`src/rtl/immed_unit.sv`:
```
// immed_unit: RV immediate extraction stage with a 2-entry skid buffer.
// Decodes the immediate of the incoming instruction, computes pc + immediate,
// and forwards an opaque sideband tag. in_ready is purely registered
// (skid register empty), so upstream never sees a combinational path from
// out_ready.
// Optional feature: define IMMED_UNIT_CSR_ZIMM_EN to decode SYSTEM CSR*I
// instructions as format Z (zero-extended 5-bit zimm, target = pc).
//
// state    | meaning
// ---------+-----------------------------------------------
// ST_EMPTY | output register and skid register both empty
// ST_ONE   | output register valid, skid register empty
// ST_TWO   | output register valid, skid register holds next
module immed_unit #(
  parameter int XLEN   = 32,
  parameter int PASS_W = 8
) (
  input  logic              clk,
  input  logic              rst,
  input  logic              in_valid,
  output logic              in_ready,
  input  logic [31:0]       in_inst,
  input  logic [XLEN-1:0]   in_pc,
  input  logic [PASS_W-1:0] in_tag,
  output logic              out_valid,
  input  logic              out_ready,
  output logic [XLEN-1:0]   out_immed,
  output logic [XLEN-1:0]   out_target,
  output logic [2:0]        out_fmt,
  output logic [PASS_W-1:0] out_tag
);

  localparam logic [2:0] FMT_NONE = 3'd0;
  localparam logic [2:0] FMT_I    = 3'd1;
  localparam logic [2:0] FMT_S    = 3'd2;
  localparam logic [2:0] FMT_B    = 3'd3;
  localparam logic [2:0] FMT_U    = 3'd4;
  localparam logic [2:0] FMT_J    = 3'd5;
`ifdef IMMED_UNIT_CSR_ZIMM_EN
  localparam logic [2:0] FMT_Z    = 3'd6;
  localparam logic [6:0] OP_SYSTEM = 7'b1110011;
`endif

  localparam logic [6:0] OP_LOAD   = 7'b0000011;
  localparam logic [6:0] OP_OPIMM  = 7'b0010011;
  localparam logic [6:0] OP_JALR   = 7'b1100111;
  localparam logic [6:0] OP_STORE  = 7'b0100011;
  localparam logic [6:0] OP_BRANCH = 7'b1100011;
  localparam logic [6:0] OP_LUI    = 7'b0110111;
  localparam logic [6:0] OP_AUIPC  = 7'b0010111;
  localparam logic [6:0] OP_JAL    = 7'b1101111;

  typedef enum logic [1:0] {
    ST_EMPTY = 2'd0,
    ST_ONE   = 2'd1,
    ST_TWO   = 2'd2
  } state_t;

  state_t r_state;
  state_t w_state_nxt;

  logic              w_in_xfer;
  logic              w_out_xfer;
  logic              w_load_out_in;
  logic              w_load_out_skid;
  logic              w_load_skid;

  logic [31:0]       w_imm32;
  logic [2:0]        w_fmt;
  logic              w_add_en;
  logic [XLEN-1:0]   w_immed;
  logic [XLEN-1:0]   w_target;

  logic [XLEN-1:0]   r_skid_immed;
  logic [XLEN-1:0]   r_skid_target;
  logic [2:0]        r_skid_fmt;
  logic [PASS_W-1:0] r_skid_tag;

  logic [XLEN-1:0]   r_out_immed;
  logic [XLEN-1:0]   r_out_target;
  logic [2:0]        r_out_fmt;
  logic [PASS_W-1:0] r_out_tag;

  // Immediate decode; every immediate fits a sign-extended 32-bit value.
  always_comb begin
    w_imm32  = '0;
    w_fmt    = FMT_NONE;
    w_add_en = 1'b0;
    case (in_inst[6:0])
      OP_LOAD, OP_OPIMM, OP_JALR: begin
        w_imm32  = {{20{in_inst[31]}}, in_inst[31:20]};
        w_fmt    = FMT_I;
        w_add_en = 1'b1;
      end
      OP_STORE: begin
        w_imm32  = {{20{in_inst[31]}}, in_inst[31:25], in_inst[11:7]};
        w_fmt    = FMT_S;
        w_add_en = 1'b1;
      end
      OP_BRANCH: begin
        w_imm32  = {{19{in_inst[31]}}, in_inst[31], in_inst[7],
                    in_inst[30:25], in_inst[11:8], 1'b0};
        w_fmt    = FMT_B;
        w_add_en = 1'b1;
      end
      OP_LUI, OP_AUIPC: begin
        w_imm32  = {in_inst[31:12], 12'b0};
        w_fmt    = FMT_U;
        w_add_en = 1'b1;
      end
      OP_JAL: begin
        w_imm32  = {{11{in_inst[31]}}, in_inst[31], in_inst[19:12],
                    in_inst[20], in_inst[30:21], 1'b0};
        w_fmt    = FMT_J;
        w_add_en = 1'b1;
      end
`ifdef IMMED_UNIT_CSR_ZIMM_EN
      OP_SYSTEM: begin
        // zimm is an operand, not an offset, so the target stays at pc
        if (in_inst[14]) begin
          w_imm32 = {27'b0, in_inst[19:15]};
          w_fmt   = FMT_Z;
        end
      end
`endif
      default: begin
        w_imm32  = '0;
        w_fmt    = FMT_NONE;
        w_add_en = 1'b0;
      end
    endcase
  end

  // Widen to XLEN; bit 31 of the 32-bit value is the sign for every format.
  generate
    if (XLEN > 32) begin : g_wide
      assign w_immed = {{(XLEN-32){w_imm32[31]}}, w_imm32};
    end else begin : g_narrow
      assign w_immed = w_imm32;
    end
  endgenerate

  // Target adder sits ahead of the registers so both entries carry final data.
  always_comb begin
    w_target = in_pc;
    if (w_add_en) begin
      w_target = in_pc + w_immed;
    end
  end

  assign in_ready   = (r_state != ST_TWO);
  assign out_valid  = (r_state != ST_EMPTY);
  assign w_in_xfer  = in_valid && in_ready;
  assign w_out_xfer = out_valid && out_ready;

  // Occupancy state register.
  always_ff @(posedge clk or posedge rst) begin
    if (rst) begin
      r_state <= ST_EMPTY;
    end else begin
      r_state <= w_state_nxt;
    end
  end

  // Next occupancy and register load steering.
  always_comb begin
    w_state_nxt     = r_state;
    w_load_out_in   = 1'b0;
    w_load_out_skid = 1'b0;
    w_load_skid     = 1'b0;
    case (r_state)
      ST_EMPTY: begin
        if (w_in_xfer) begin
          w_load_out_in = 1'b1;
          w_state_nxt   = ST_ONE;
        end
      end
      ST_ONE: begin
        if (w_in_xfer && w_out_xfer) begin
          w_load_out_in = 1'b1;
        end else if (w_in_xfer) begin
          w_load_skid = 1'b1;
          w_state_nxt = ST_TWO;
        end else if (w_out_xfer) begin
          w_state_nxt = ST_EMPTY;
        end
      end
      ST_TWO: begin
        // in_ready is low here, so only the drain path is possible
        if (w_out_xfer) begin
          w_load_out_skid = 1'b1;
          w_state_nxt     = ST_ONE;
        end
      end
      default: begin
        w_state_nxt = ST_EMPTY;
      end
    endcase
  end

  // Skid register: catches an accepted instruction while the output stalls.
  always_ff @(posedge clk or posedge rst) begin
    if (rst) begin
      r_skid_immed  <= '0;
      r_skid_target <= '0;
      r_skid_fmt    <= FMT_NONE;
      r_skid_tag    <= '0;
    end else if (w_load_skid) begin
      r_skid_immed  <= w_immed;
      r_skid_target <= w_target;
      r_skid_fmt    <= w_fmt;
      r_skid_tag    <= in_tag;
    end
  end

  // Output register: loads fresh decode or the skid entry, else holds.
  always_ff @(posedge clk or posedge rst) begin
    if (rst) begin
      r_out_immed  <= '0;
      r_out_target <= '0;
      r_out_fmt    <= FMT_NONE;
      r_out_tag    <= '0;
    end else if (w_load_out_in) begin
      r_out_immed  <= w_immed;
      r_out_target <= w_target;
      r_out_fmt    <= w_fmt;
      r_out_tag    <= in_tag;
    end else if (w_load_out_skid) begin
      r_out_immed  <= r_skid_immed;
      r_out_target <= r_skid_target;
      r_out_fmt    <= r_skid_fmt;
      r_out_tag    <= r_skid_tag;
    end
  end

  assign out_immed  = r_out_immed;
  assign out_target = r_out_target;
  assign out_fmt    = r_out_fmt;
  assign out_tag    = r_out_tag;

endmodule

```
`config.mk`:
```
export PLATFORM = sky130hd
export DESIGN_NAME = immed_unit
export DESIGN_NICKNAME = d
export VERILOG_FILES = /design/src/rtl/immed_unit.sv
export SDC_FILE = /design/constraint.sdc
export NUM_CORES = 1
export LEC_CHECK = 0
export ABC_AREA = 1
export CAP_MARGIN = 40
export CORE_MARGIN = 1.5
export CORE_UTILIZATION = 35
export DETAILED_ROUTE_END_ITERATION = 10
export PLACE_DENSITY = 0.65
export SLEW_MARGIN = 20
export SYNTH_ARGS = -nofsm -noshare
export SYNTH_HDL_FRONTEND = slang
export SYNTH_SLANG_ARGS = --single-unit
```
`constraint.sdc`:
```
create_clock -name clk -period 15.6 [get_ports clk]
set_input_delay 3.12 -clock clk [delete_from_list [all_inputs] [get_ports clk]]
set_output_delay 3.12 -clock clk [all_outputs]
set_load 0.02 [all_outputs]
```
== Word level (Yosys, flattened, before mapping) ==
Index checks and enable logic that the tools add are counted.
Widths: inputs -> output; s select.

* Register bits: 152
* Input bits: 76
* Output and inout port bits: 77
* Word-level logic and storage cells: 60

* Add/sub/neg operators: 1
* Eq/ne operators: 15
* Multiplexer cells: 25
* Reduce and logical (&&, ||, !) cells: 10

{| class="wikitable"
|+ Operator list
! operator !! number
|-
| $mux 32 || 5
|-
| $pmux 32 s5 || 1
|-
| $add 32x32->32 || 1
|-
| $eq 7x7->1 const B || 3
|-
| $mux 8 || 2
|-
| $pmux 3 s5 || 1
|-
| $eq 7x5->1 const B || 2
|-
| $eq 7x6->1 const B || 2
|-
| $mux 2 || 5
|-
| $ne 2x2->1 const B || 4
|-
| $reduce_or 8->1 || 1
|-
| $eq 7x2->1 const B || 1
|-
| $mux 1 || 7
|-
| $mux 3 || 2
|-
| $pmux 2 s3 || 1
|-
| $reduce_and 4->1 || 1
|-
| $reduce_bool 2->1 || 2
|-
| $logic_and 1x1->1 || 3
|-
| $ne 3x3->1 const B || 1
|-
| $reduce_or 3->1 || 1
|-
| $eq 2x1->1 const B || 1
|-
| $eq 2x2->1 const B || 1
|-
| $logic_not 2->1 || 1
|-
| $pmux 1 s2 || 1
|-
| $reduce_or 2->1 || 1
|}

== Longest topological paths before layout ==
* Depth in word-level cells: 6
* Gate-level depth with buffers: 24

== Worst setup path before layout ==
OpenSTA, ideal clock, no wires.

* Path type: input to register
* Start: in in_inst[6]
* End: reg r_out_target[12] (netlist: out_target[12])
* Library setup time: 0.116 ns
* Arrival: 5.320 ns
* Setup slack: 10.163 ns
* Stages: 18
* Path buffers: 0
* Path through: or2_2 nor2_1 a21oi_2 o21ai_0 ha_1 inv_1 fa_1 inv_1 nand3_1 nand3_1 nand3_1 nand3_1 xnor2_1 nand2_1 nand2_1 nand2_1 nand2_1 nand2_1

* Word-level cells in the longest chain between the ends: 6
* Elaborated cells on any way between the ends: 16
* Those cells by class: 1 x add/sub; 8 x eq/ne; 4 x mux; 3 x reduce/logical

{| class="wikitable"
|+ RTL lines
! item !! line !! source
|-
| from (decl) || 22 || <nowiki>input logic [31:0] in_inst,</nowiki>
|-
| $eq 7x2->1 (tied with other cells) || 89 || <nowiki>case (in_inst[6:0])</nowiki>
|-
| $reduce_or 3->1 / $reduce_or 2->1 (equally long branches) || n/a ||
|-
| $pmux 32 s5 * || 89 ||
|-
| named net w_imm32[0] || 68 || <nowiki>logic [31:0] w_imm32;</nowiki>
|-
| $add 32x32->32 * || 147 || <nowiki>w_target = in_pc + w_immed;</nowiki>
|-
| $mux 32 * || 146 || <nowiki>if (w_add_en) begin</nowiki>
|-
| $mux 32 * || 223 || <nowiki>end else if (w_load_out_in) begin</nowiki>
|-
| to (signal assigned) || 225 || <nowiki>r_out_target <= w_target;</nowiki>
|-
| to (signal assigned) || 230 || <nowiki>r_out_target <= r_skid_target;</nowiki>
|-
| to (decl) || 80 || <nowiki>logic [XLEN-1:0] r_out_target;</nowiki>
|}

Mark *: on every way through the listed nets, which the timed path passes. The rest lies on a longest branch.
A chain may end at the register's enable or synchronous reset.

== Final worst setup path ==
* Start: in out_ready
* End: reg r_out_immed[25] (netlist: out_immed[25])

* Word-level cells in the longest chain between the ends: 5
* Elaborated cells on any way between the ends: 8
* Those cells by class: 5 x mux; 3 x reduce/logical

{| class="wikitable"
|+ RTL lines
! item !! line !! source
|-
| from (decl) || 26 || <nowiki>input logic out_ready,</nowiki>
|-
| $logic_and 1x1->1 * || 154 || <nowiki>assign w_out_xfer = out_valid && out_ready;</nowiki>
|-
| $logic_and 1x1->1 || 179 || <nowiki>if (w_in_xfer && w_out_xfer) begin</nowiki>
|-
| $mux 1 || 179 ||
|-
| $pmux 1 s2 || 171 || <nowiki>case (r_state)</nowiki>
|-
| $mux 32 / $reduce_bool 2->1 (equally long branches) || n/a ||
|-
| to (signal assigned) || 224 || <nowiki>r_out_immed <= w_immed;</nowiki>
|-
| to (signal assigned) || 229 || <nowiki>r_out_immed <= r_skid_immed;</nowiki>
|-
| to (decl) || 79 || <nowiki>logic [XLEN-1:0] r_out_immed;</nowiki>
|}

Every way passes the cells marked *; elsewhere a longest branch is shown, timed or not.

==> qor.tcl <==
set qor(run_status) {finished, violations left}
set qor(failed_checks) {design-rule violations}
set qor(nFillCells) 2625
set qor(postSynth.topFlopCell) {sky130_fd_sc_hd__dfrtp_1}
set qor(end_kind) {flop}
set qor(setup.worst_path.class) {in2reg}
set qor(grt_usage) 0.214
set qor(worstPathRequired_ns) 15.89
set qor(finalHoldWorstSlack_ns) 0.477
set qor(top_cell_type_by_total_area_after_synthesis) {sky130_fd_sc_hd__dfrtp_1}
set qor(initial_utilization) 0.357
set qor(cts_buffers) 17
set qor(area.sequential_um2) 3800
set qor(async_reset_ff_frac) 1.00
set qor(cts-htree-levels) 4
set qor(m1WireLength_um) 14300
set qor(antenna_found_initial) 0
set qor(post-cts-setup-buffers) 0
set qor(max_cap_viol_count) 0
set qor(syn_nets) 1439
set qor(clkTransAtPathRegs_ns) 0.07
set qor(critPathMaxFanout) 72
set qor(timing.critical_path.arrival_ns) 6.77
set qor(ant_nets) 0
set qor(place_hpwl_um) 21800
set qor(wl_um) 29200
set qor(dieHeight_um) 166
set qor(avgViaCountPerCell) 4.96
set qor(synth.top_cells.by_area) {sky130_fd_sc_hd__dfrtp_1 41%, sky130_fd_sc_hd__nand2_1 20%, sky130_fd_sc_hd__inv_1 6.6%, sky130_fd_sc_hd__nand3_1 5.1%, sky130_fd_sc_hd__o21ai_0 4.6%}
set qor(unrepaired_setup_endpoints_after_global_routing) {no}
set qor(share_of_cells_above_drive_strength_1) 0.0495
set qor(post-synth-top-count-cell) {sky130_fd_sc_hd__nand2_1}
set qor(yosysUniqueCellTypes) 41
set qor(max-slew-margin-rel) 0.369
set qor(hold_class) {reg2reg}
set qor(initialDrtViolationCount) 766
set qor(antenna_cells_inserted) 0
set qor(power_leakage_nw) 5.79
set qor(edff_count_synth) 0
set qor(design.core.area_um2) 26100
set qor(synth.ff_latch_count) 152
set qor(hold_violations) 0
set qor(totalNegativeSetupSlack_ns) 0
set qor(post_synth_design_cell_area_um2) 9330
set qor(fmaxAchievable_ghz) 0.154
set qor(total_number_of_placement_rows) 59
set qor(met3WireLength_um) 1600
set qor(vias) 8976
set qor(top_routing_layer_used) {met4}
set qor(period_needed_ns) 6.48
set qor(worst_ir_drop_vdd_uv) 55.0
set qor(timing.final.max_slew_violations) 0
set qor(num-nets-final) 1569
set qor(design.die.area_um2) 27600
set qor(yosys.area.top_type_share) 0.408
set qor(first_global_vias) 8488
set qor(root_buffer) {sky130_fd_sc_hd__clkbuf_16}
set qor(routed-wl-met2_um) 13000
set qor(wire_per_inst_um) 16.2
set qor(worst_slew_pin_slew_ns) 0.936
set qor(cts_hold_buf) 0
set qor(worstSkewPairLatency_ns) 0.43
set qor(count_of_unresolved_drc_violations_after_routing) 8
set qor(cts.sink_count) 152
set qor(pwr_density_cell_nw_per_um2) 111
set qor(postSynthAreaPerCell_um2) 7.01
set qor(grt_pass1_wl_um) 46300
set qor(number_of_standard_cells_after_synthesis) 1331
set qor(io_buffer_count) 152
set qor(finalClockSkew_ns) 0.00999
set qor(ys_top_cells_by_count) {494 x sky130_fd_sc_hd__nand2_1, 163 x sky130_fd_sc_hd__inv_1, 152 x sky130_fd_sc_hd__dfrtp_1, 95 x sky130_fd_sc_hd__nand3_1, 86 x sky130_fd_sc_hd__o21ai_0}
set qor(cts_tree) {yes}
set qor(gp_routability_congestion) 0.962
set qor(clk_path_buf_depth) 2
set qor(timing.final.setup_violations) 0
set qor(synth.yosys.seq_area_share) 0.408
set qor(drtPass1Iterations) 10
set qor(setup.worst_path.start_class) {input port}
set qor(layout-area-overhead-vs-synth_pct) 26.4
set qor(synthesis.yosys.warnings) 0
set qor(cts.repair.resized) 0
set qor(grt_max_degree) 87
set qor(number_of_top_level_design_ports) 153
set qor(finalCritPeriodShare) 0.415
set qor(die_width_um) 166
set qor(remaining_overflow_grt) 0
set qor(multiInputGateArea_um2) 4630
==> through the flow <==
step           area [um^2]  worst slack, ns  instances  total power, W  utilization
2_1_floorplan         9330             8.39       1331        0.000731            -
3_3_place_gp         11100             8.77       1774        0.000886        0.425
3_5_place_dp         11200             8.66       1776        0.000894        0.427
4_1_cts              11800             9.10       1808         0.00132        0.450
5_1_grt              11800             8.78       1809         0.00138        0.451
6_report             11800             9.12       1809         0.00131        0.451
==> critical path, cell delays in order <==
cell	delay, ns
sky130_fd_sc_hd__clkdlybuf4s50_1	0.46
sky130_fd_sc_hd__buf_4	0.29
sky130_fd_sc_hd__nor2_2	0.12
sky130_fd_sc_hd__nor3_4	0.11
sky130_fd_sc_hd__buf_4	0.67
sky130_fd_sc_hd__inv_2	0.42
sky130_fd_sc_hd__nand2_1	0.47
sky130_fd_sc_hd__inv_2	0.38
sky130_fd_sc_hd__buf_4	0.39
sky130_fd_sc_hd__nand2_1	0.12
sky130_fd_sc_hd__o211ai_1	0.11
==> sequential cells by signal, indices dropped and copies added (netlist names) <==
signal and count:
r_skid_tag 8, r_skid_immed 32, out_fmt 3, r_state 2
r_skid_target 32, out_tag 8, r_skid_fmt 3, out_immed 32
out_target 32
==> layer usage <==
metal / track usage / up-vias
li1: - / 4502
met1: 0.311 / 4220
met2: 0.333 / 226
met3: 0.0338 / 28
met4: 0.0542 / 0
met5: 0 / -
==> cells by family after synthesis <==
group,synth area share
AND/OR/NAND/NOR,0.311
flip-flops,0.408
buffers and inverters,0.0964
AO/OA/AOI/OAI,0.129
XOR/XNOR,0.0122
adder cells (fa/ha/maj),0.0437
==> path summary, 6_finish.rpt <==
| check | from | endpoint | slack [ns] | depth (start not counted) |
|---|---|---|---|---|
| min | r_skid_target[2] | r_skid_target[2] | 0.48 | 2 |
| max in group asynchronous | rst | r_skid_immed[15] | 11.90 | 4 |
| min in group asynchronous | rst | r_skid_target[19] | 2.93 | 2 |
| max | out_ready | out_immed[25] | 9.12 | 11 |
| max reg2reg | r_state[0] | out_immed[20] | 12.14 | 10 |
| min reg2reg | r_skid_target[2] | r_skid_target[2] | 0.48 | 2 |
==> final cells by class <==
type	instances	area share
inverters	178	0.0571
well taps	335	0.0356
clock inverters	15	0.0150
clock buffers	17	0.0361
flip-flops and latches	152	0.323
multi-input cells	949	0.392
repair buffers	163	0.141
==> cell usage in the layout (no fill, tap or decap), types with 3 or more instances in the layout <==
cell	synthesis	routed
sky130_fd_sc_hd__nor2_2	3	3
sky130_fd_sc_hd__o21ai_0	86	86
sky130_fd_sc_hd__nand3b_1	4	4
sky130_fd_sc_hd__ha_1	31	31
sky130_fd_sc_hd__inv_8	0	6
sky130_fd_sc_hd__xnor2_1	9	9
sky130_fd_sc_hd__nand2_1	494	494
sky130_fd_sc_hd__dfrtp_1	152	152
sky130_fd_sc_hd__clkdlybuf4s50_1	0	152
sky130_fd_sc_hd__nand2_2	3	3
sky130_fd_sc_hd__clkinv_4	0	3
sky130_fd_sc_hd__buf_16	0	3
sky130_fd_sc_hd__nor2_1	76	76
sky130_fd_sc_hd__a21oi_1	25	25
sky130_fd_sc_hd__clkinv_8	0	4
sky130_fd_sc_hd__inv_2	5	6
sky130_fd_sc_hd__or2_2	13	13
sky130_fd_sc_hd__a32o_1	14	14
sky130_fd_sc_hd__a21o_1	3	3
sky130_fd_sc_hd__or2_1	5	5
sky130_fd_sc_hd__nand3_1	95	95
sky130_fd_sc_hd__clkinv_1	10	9
sky130_fd_sc_hd__nor3_1	5	5
sky130_fd_sc_hd__clkbuf_16	0	17
sky130_fd_sc_hd__a31oi_1	3	3
sky130_fd_sc_hd__o21ai_1	10	10
sky130_fd_sc_hd__o21bai_1	4	4
sky130_fd_sc_hd__buf_4	4	8
sky130_fd_sc_hd__nand4_1	6	6
sky130_fd_sc_hd__o221ai_1	3	3
sky130_fd_sc_hd__xor2_1	4	4
sky130_fd_sc_hd__o211ai_1	42	42
sky130_fd_sc_hd__inv_6	0	3
sky130_fd_sc_hd__inv_1	163	162
==> report_power, final <==
group	leakage (nW)	total [W]	internal (W)	switching (W)
registers	1.97	0.000527	0.000478	0.0000491
logic	3.52	0.000360	0.000154	0.000206
clock network	0.295	0.000419	0.000217	0.000202
Note: power is estimated with default switching activity, not from simulation.
